--- config.mk ---
export PLATFORM = sky130hd
export DESIGN_NAME = cmp_seq_ctrl_flat
export DESIGN_NICKNAME = d
export VERILOG_FILES = /design/src/rtl/cmp_pkg.sv /design/src/rtl/cmp_seq_ctrl_if.sv /design/src/rtl/cmp2_slice.sv /design/src/rtl/cmp_seq_ctrl.sv /design/src/flat_wrapper.sv
export SDC_FILE = /design/constraint.sdc
export NUM_CORES = 1
export LEC_CHECK = 0
export ABC_AREA = 1
export CAP_MARGIN = 20
export CELL_PAD_IN_SITES_DETAIL_PLACEMENT = 1
export CELL_PAD_IN_SITES_GLOBAL_PLACEMENT = 2
export CORE_MARGIN = 2
export CORE_UTILIZATION = 37
export CTS_BUF_LIST = sky130_fd_sc_hd__clkbuf_8
export CTS_CLUSTER_SIZE = 12
export DETAILED_ROUTE_END_ITERATION = 8
export DONT_BUFFER_PORTS = 1
export HOLD_SLACK_MARGIN = 0.08
export MAX_ROUTING_LAYER = met4
export PLACE_DENSITY = 0.82
export SYNTH_ARGS = -nofsm -noshare
export SYNTH_HDL_FRONTEND = slang
export SYNTH_HIERARCHICAL = 1
export SYNTH_SLANG_ARGS = --single-unit
export TNS_END_PERCENT = 5
--- constraint.sdc ---
create_clock -name clk -period 2.3 [get_ports clk]
set_input_delay 0.46 -clock clk [delete_from_list [all_inputs] [get_ports clk]]
set_output_delay 0.46 -clock clk [all_outputs]
set_load 0.1 [all_outputs]
--- src/rtl/cmp_pkg.sv ---
// Shared types for the sequential magnitude comparator.
// Build option: CMP_EARLY_EXIT_EN stops the scan at the first differing digit.
package cmp_pkg;

  typedef logic [1:0] state_t;

  localparam state_t S_IDLE = 2'd0;
  localparam state_t S_SCAN = 2'd1;
  localparam state_t S_DONE = 2'd2;

  typedef struct packed {
    logic eq;
    logic gt;
    logic lt;
  } res_t;

  function automatic int ndig(input int w);
    return w / 2;
  endfunction

endpackage

--- src/rtl/cmp_seq_ctrl_if.sv ---
// Request/response handshake bundle for cmp_seq_ctrl.
// master = requesting datapath, slave = controller.
interface cmp_seq_ctrl_if #(
  parameter int WIDTH = 8
);

  logic             in_valid;
  logic             in_ready;
  logic [WIDTH-1:0] a;
  logic [WIDTH-1:0] b;
  logic             out_valid;
  logic             out_ready;
  logic             eq;
  logic             gt;
  logic             lt;
  logic             busy;

  modport master (
    output in_valid, a, b, out_ready,
    input  in_ready, out_valid,
    input  eq, gt, lt, busy
  );

  modport slave (
    input  in_valid, a, b, out_ready,
    output in_ready, out_valid,
    output eq, gt, lt, busy
  );

endinterface

--- src/rtl/cmp2_slice.sv ---
// Combinational 2-bit unsigned compare slice.
// Shared by every digit of the scan.
module cmp2_slice
  import cmp_pkg::*;
(
  input  logic [1:0] i_a,
  input  logic [1:0] i_b,
  output res_t       o_res
);

  assign o_res.eq = (i_a == i_b);
  assign o_res.gt = (i_a >  i_b);
  assign o_res.lt = (i_a <  i_b);

endmodule

--- src/rtl/cmp_seq_ctrl.sv ---
// MSB-first digit-serial magnitude compare controller.
// Build option: CMP_EARLY_EXIT_EN ends SCAN on the first differing digit.
module cmp_seq_ctrl
  import cmp_pkg::*;
#(
  parameter int WIDTH = 8
) (
  input  logic         clk,
  input  logic         rst_n,
  cmp_seq_ctrl_if.slave bus
);

  localparam int NDIG = ndig(WIDTH);
  localparam int IW   = (NDIG > 1) ? $clog2(NDIG) : 1;

  if (((WIDTH % 2) != 0) || (WIDTH < 2)) begin : g_bad_width
    $fatal(1, "cmp_seq_ctrl: WIDTH must be even and >= 2");
  end

  state_t           r_state;
  logic [WIDTH-1:0] r_a;
  logic [WIDTH-1:0] r_b;
  logic [IW-1:0]    r_idx;
  logic             r_found;
  res_t             r_first;
  res_t             r_res;

  res_t             w_dig;
  res_t             w_fin;
  logic             w_hit;
  logic             w_last;
  logic [1:0]       w_da;
  logic [1:0]       w_db;

  assign w_da = r_a[{r_idx, 1'b0} +: 2];
  assign w_db = r_b[{r_idx, 1'b0} +: 2];

  cmp2_slice u_slice (
    .i_a   (w_da),
    .i_b   (w_db),
    .o_res (w_dig)
  );

  assign w_hit = !r_found && !w_dig.eq;
  // Before any difference, the current digit's verdict is the running verdict.
  assign w_fin = r_found ? r_first : w_dig;

`ifdef CMP_EARLY_EXIT_EN
  assign w_last = w_hit || r_found || (r_idx == '0);
`else
  assign w_last = (r_idx == '0);
`endif

  always_ff @(posedge clk or negedge rst_n) begin
    if (!rst_n) begin
      r_state <= S_IDLE;
      r_a     <= '0;
      r_b     <= '0;
      r_idx   <= '0;
      r_found <= 1'b0;
      r_first <= '0;
      r_res   <= '0;
    end else begin
      unique case (1'b1)
        (r_state == S_IDLE): begin
          if (bus.in_valid) begin
            r_a     <= bus.a;
            r_b     <= bus.b;
            r_idx   <= IW'(NDIG - 1);
            r_found <= 1'b0;
            r_first <= '0;
            r_state <= S_SCAN;
          end
        end
        (r_state == S_SCAN): begin
          if (w_hit) begin
            r_found <= 1'b1;
            r_first <= w_dig;
          end
          if (w_last) begin
            r_res   <= w_fin;
            r_state <= S_DONE;
          end else begin
            r_idx <= r_idx - IW'(1);
          end
        end
        (r_state == S_DONE): begin
          if (bus.out_ready) begin
            r_res   <= '0;
            r_state <= S_IDLE;
          end
        end
        default: begin
          r_res   <= '0;
          r_state <= S_IDLE;
        end
      endcase
    end
  end

  assign bus.in_ready  = (r_state == S_IDLE);
  assign bus.out_valid = (r_state == S_DONE);
  assign bus.busy      = (r_state != S_IDLE);
  assign bus.eq        = r_res.eq;
  assign bus.gt        = r_res.gt;
  assign bus.lt        = r_res.lt;

endmodule

--- src/flat_wrapper.sv ---
// flat-port wrapper written by rule: the top's interface ports become plain ports
module cmp_seq_ctrl_flat import cmp_pkg::*;
#(
  parameter int WIDTH = 8
)
  (clk, rst_n, bus_in_valid, bus_a, bus_b, bus_out_ready, bus_in_ready, bus_out_valid, bus_eq, bus_gt, bus_lt, bus_busy);
  cmp_seq_ctrl_if #(.WIDTH(WIDTH)) bus_i ();
  input  logic clk;
  input  logic rst_n;
  input wire logic [$bits(bus_i.in_valid)-1:0] bus_in_valid;
  input wire logic [$bits(bus_i.a)-1:0] bus_a;
  input wire logic [$bits(bus_i.b)-1:0] bus_b;
  input wire logic [$bits(bus_i.out_ready)-1:0] bus_out_ready;
  output wire logic [$bits(bus_i.in_ready)-1:0] bus_in_ready;
  output wire logic [$bits(bus_i.out_valid)-1:0] bus_out_valid;
  output wire logic [$bits(bus_i.eq)-1:0] bus_eq;
  output wire logic [$bits(bus_i.gt)-1:0] bus_gt;
  output wire logic [$bits(bus_i.lt)-1:0] bus_lt;
  output wire logic [$bits(bus_i.busy)-1:0] bus_busy;
  assign bus_i.in_valid = bus_in_valid;
  assign bus_i.a = bus_a;
  assign bus_i.b = bus_b;
  assign bus_i.out_ready = bus_out_ready;
  assign bus_in_ready = bus_i.in_ready;
  assign bus_out_valid = bus_i.out_valid;
  assign bus_eq = bus_i.eq;
  assign bus_gt = bus_i.gt;
  assign bus_lt = bus_i.lt;
  assign bus_busy = bus_i.busy;
  cmp_seq_ctrl #(.WIDTH(WIDTH)) u_core (.clk(clk), .rst_n(rst_n), .bus(bus_i));
endmodule
Word-level counts from Yosys, hierarchy flattened. Cells that the tools add are included.

Register bits: 27. Logic and storage cells: 54. Output and inout bits: 6.

Add/sub/neg operators: 1. $lt $le $gt $ge: 2. Multiplexer cells: 17. Equal/unequal tests: 8. Shift-type cells: 2. Bitwise operators: 1. Reductions and logical operators: 12.

Operators with widths (number): indexed part select 8 x 4 -> 2 bit (2); 2-to-1 mux 3 bit (5); AND reduction 3 bit (4); 2-to-1 mux 2 bit (5); case mux 3 bit (3 select lines) (1); != test 2 bit (second input constant) (3); case mux 2 bit (3 select lines) (1); case mux 3 bit (2 select lines) (1); zero test 2 bit (2); != test 2 x 1 -> 1 bit (second input constant) (2); case mux 2 bit (2 select lines) (1); nonzero test 2 bit (2); == test 2 x 1 -> 1 bit (second input constant) (1); == test 2 bit (1); == test 2 bit (second input constant) (1); > comparator 2 bit (1); zero test 1 bit (2); less-than comparator 2 bit (1); 2-to-1 mux 1 bit (2); case mux 1 bit (2 select lines) (1); AND reduction 2 bit (1); subtractor 2 x 1 -> 2 bit (second input constant) (1); logical AND 1 bit (1); inverter 1 bit (1).

Longest topological paths before layout.
Depth in word-level cells: 6. Gate-level depth with buffers: 14. Depth with buffers taken out: 13.

Cells and area by module. The synthesis kept the hierarchy.

By module, submodules not included: cmp_seq_ctrl (area each 1275.0 sq um, cells each 162, times used 1); cmp2_slice (area each 65.1 sq um, cells each 11, times used 1).

Worst setup path before layout. Ideal clock, no wire load.

Path type: register -> output. Start point: register u_core.r_state[1]. End point: output bus_busy. Path slack: 246 ps. Arrival time: 1594 ps. Path buffers: 0. Stages on the path, launching flop included: 3. Path through: dfrtp_1 -> nor2_4 -> inv_1.

Longest elaborated chain between the ends: 1.

RTL lines: start, declared (line cmp_seq_ctrl.sv:20) `state_t r_state;`; start signal, assigned (line cmp_seq_ctrl.sv:56) `r_state <= S_IDLE;`; start signal, assigned (line cmp_seq_ctrl.sv:72) `r_state <= S_SCAN;`; start signal, assigned (line cmp_seq_ctrl.sv:82) `r_state <= S_DONE;`; nonzero test 2 bit (line cmp_seq_ctrl.sv:103) `assign bus.busy = (r_state != S_IDLE);`; end, declared (line flat_wrapper.sv:19) `output wire logic [$bits(bus_i.busy)-1:0] bus_busy;`.

Every way passes these cells.

==> flow_metrics.py <==
metrics = {
    "status": {
        "outcome": "finished, final reports clean",
    },
    "synth": {
        "syn_nets": 196,
        "netlist_area_sq_mm": 0.00134,
        "ys_warn_count": 6,
        "yosysUniqueCellTypes": 23,
        "yosysSeqAreaShare_pct": 50.4,
        "synthCells": 173,
        "syn_area_per_cell_sq_um": 7.75,
        "synth_seq_cells": 27,
    },
    "final_layout": {
        "finalNetCount": 211,
        "drive_above_1_share_pct": 14.4,
        "design_area_sq_mm": 0.00154,
        "fillCellCount": 430,
        "antenna_cells": 0,
        "syn2layout_area_growth_pct": 14.7,
    },
    "worst_hold_path": {
        "hold_end": "u_core/r_a[2]",
        "hold_depth": 2,
        "worstHoldPathType": "in -> reg",
        "hold_start": "bus_a[2]",
    },
    "worst_setup_path": {
        "path_buf_inv": 4,
        "arrival_ns": 2.22,
        "critPathLaunchType": "flip-flop",
        "rrSetupSlack_ns": 0.25,
        "worstReg2RegEnd": "u_core/r_first[1]",
        "reg2reg_depth": 13,
        "critPathSlowestCell": "dfrtp_2",
        "end_kind": "flip-flop",
        "slowest_delay_ns": 0.44,
        "critPathKind": "reg -> reg",
        "required_ns": 2.48,
        "cp.depth": 13,
        "path_max_fanout": 9,
        "path_delay_family": "simple AND/OR/NAND/NOR gates",
        "r2r-start": "u_core/r_idx[0]",
        "path_cells": "clkinvlp_4 -> buf_4 -> o21ai_0 -> o22ai_1 -> ha_1 -> nand2_1 -> inv_1 -> inv_1 -> nand2_1 -> nand2_1 -> nand3_2 -> nand2_1 -> nand2_1",
        "crit_top_cell": "nand2_1",
    },
    "sta": {
        "worstMarginPinSlew_ns": 0.298,
        "min_period_over_period_pct": 88.9,
        "holdWs_ns": 0.286,
        "skew_ns": 0.00141,
        "min_period_ns": 2.05,
        "fmax_mhz": 489,
        "slew_headroom_pct": 80.1,
        "final_hold_viol_count": 0,
        "drv_slew": 0,
        "setup_violations": 0,
    },
    "route": {
        "routed_wl_mm": 3.21,
        "antenna_left": 0,
        "drc": 0,
        "first_pass_iters": 4,
        "vias_per_cell": 4.90,
        "wl_per_cell_um": 13.8,
        "drt_iter0_drc": 28,
        "vias": 1142,
    },
    "cts": {
        "root_buffer": "clkbuf_8",
        "cts_buffers": 3,
        "clock_latency_ns": 0.28,
        "cts.clk_slew.worst_paths_ns": 0.09,
        "cts_sinks": 27,
        "cts.path.max_buffers": 2,
        "cts_tree": "done",
        "cts_max_level": 1,
    },
    "floorplan": {
        "rows": 21,
        "ioPinCount": 26,
        "die_height_um": 64.2,
        "dieArea_sq_mm": 0.00412,
        "initial_core_util_pct": 39.2,
        "die_x_um": 64.2,
        "core_area_sq_mm": 0.00342,
    },
    "global_routing": {
        "grt.overflow.total": 0,
        "grt_pass1_wl_mm": 5.60,
        "grt_max_degree": 28,
        "grt_pass1_vias": 1193,
        "antenna_found_initial": 0,
        "grt_usage_pct": 18.2,
    },
    "placed_design": {
        "dpl.hpwl_mm": 2.33,
        "placed_area_sq_mm": 0.00142,
        "portBuffers": 0,
        "globalplace.congestion": 0.759,
    },
    "flow_run": {
        "drv_cap": 0,
    },
}
[flip-flops by register name, indices dropped and copies added (netlist names)]
| register | cells |
|---|---|
| u_core/r_b | 8 |
| u_core/r_found | 1 |
| u_core/r_a | 8 |
| u_core/bus.gt | 1 |
| u_core/r_idx | 2 |
| u_core/bus.eq | 1 |
| u_core/r_state | 2 |
| u_core/bus.lt | 1 |
| u_core/r_first | 3 |
[per-stage QoR]
step / utilization, % / TNS [ns] / setup slack, ns / instances
4_1_cts: 43.7 / 0 / 0.0322 / 228
5_1_grt: 45.0 / -0.00126 / -0.00126 / 233
3_5_place_dp: 41.5 / 0 / 0.130 / 222
6_report: 45.0 / 0 / 0.255 / 233
2_1_floorplan: - / 0 / 0.246 / 173
3_3_place_gp: 41.5 / 0 / 0.268 / 222
[how the worst max path moves through the flow]
| stage | slack [ns] | end | from |
|---|---|---|---|
| after floorplan | 0.25 | bus_busy | u_core/r_state[1] |
| after global placement | 0.27 | u_core/r_first[1] | u_core/r_idx[0] |
| after detailed placement | 0.13 | u_core/r_first[1] | u_core/r_idx[0] |
| after CTS | 0.03 | u_core/r_first[1] | u_core/r_idx[0] |
| after global routing | -0.001 | u_core/r_first[1] | u_core/r_idx[0] |
| final | 0.25 | u_core/r_first[1] | u_core/r_idx[0] |
[metal layers]
| layer | wire length, um | share of wire (%) | GRT usage (%) | vias up |
|---|---|---|---|---|
| li1 | - | - | - | 567 |
| met4 | 51 | 1.6 | 6.38 | 0 |
| met5 | 0 | 0 | - | - |
| met1 | 1300 | 41 | 20.3 | 556 |
| met3 | 97 | 3.0 | 2.82 | 5 |
| met2 | 1760 | 55 | 32.8 | 14 |
[cell usage after synthesis (all sizes together)]
| cell | n | area (sq um) |
|---|---|---|
| nand4 | 2 | 12.5 |
| o21ai | 10 | 53.8 |
| nor3 | 1 | 5.00 |
| o22ai | 5 | 31.3 |
| nand3 | 1 | 10.0 |
| a21oi | 6 | 33.8 |
| dfrtp | 27 | 676 |
| ha | 3 | 37.5 |
| clkinv | 1 | 3.75 |
| nor2 | 17 | 76.3 |
| buf | 3 | 23.8 |
| inv | 18 | 70.1 |
| nand2 | 79 | 307 |
[cell usage in the layout (no fill, tap or decap)]
master          n
nand2_2         1
inv_4           1
o22ai_1         5
nand4_1         2
dfrtp_1        26
clkbuf_8        3
o21ai_2         1
nand2_1        77
nor2_1         14
a21oi_2         1
nor2_2          2
inv_1          17
dfrtp_2         1
dlygate4sd3_1   1
a21oi_1         5
inv_2           1
o21ai_0         9
ha_1            3
clkinvlp_4      1
buf_4          11
nor3_1          1
buf_12          1
nand2_4         1
nand3_2         1
nor2_4          1
[worst reg2reg max path: stages (launching register included)]
cell and delay (ns):
dfrtp_2 0.44, clkinvlp_4 0.19, buf_4 0.18, o21ai_0 0.14
o22ai_1 0.11, ha_1 0.28, nand2_1 0.07, inv_1 0.05
inv_1 0.05, nand2_1 0.06, nand2_1 0.14, nand3_2 0.11
nand2_1 0.08, nand2_1 0.05
[cell families after synthesis]
kind of cell    share of synthesized area, %
fa+ha+maj                               2.80
compound gates                          8.87
simple gates                            30.6
flops                                   50.4
buf+inv                                 7.28
[area by class of cell]
| class | instances | area [sq um] | share of cell area, % |
|---|---|---|---|
| sequential | 27 | 677 | 44.1 |
| multi-input combinational | 124 | 567 | 36.9 |
| timing repair buffer | 13 | 113 | 7.33 |
| inverter | 19 | 77.6 | 5.05 |
| tap | 46 | 57.6 | 3.75 |
| clock buffer | 3 | 41.3 | 2.69 |
| clock inverter | 1 | 3.75 | 0.244 |
[what timing repair did]
item / 4_1_cts / 5_1_grt
hold endpoints to repair: 27 / 0
resized for setup: 0 / 2
hold buffers: 2 / 0
setup endpoints to repair: 0 / 6
setup buffers: 0 / 5
Power is not shown: default switching activity piles up to over one toggle a cycle in this logic, so the estimate is an artifact.
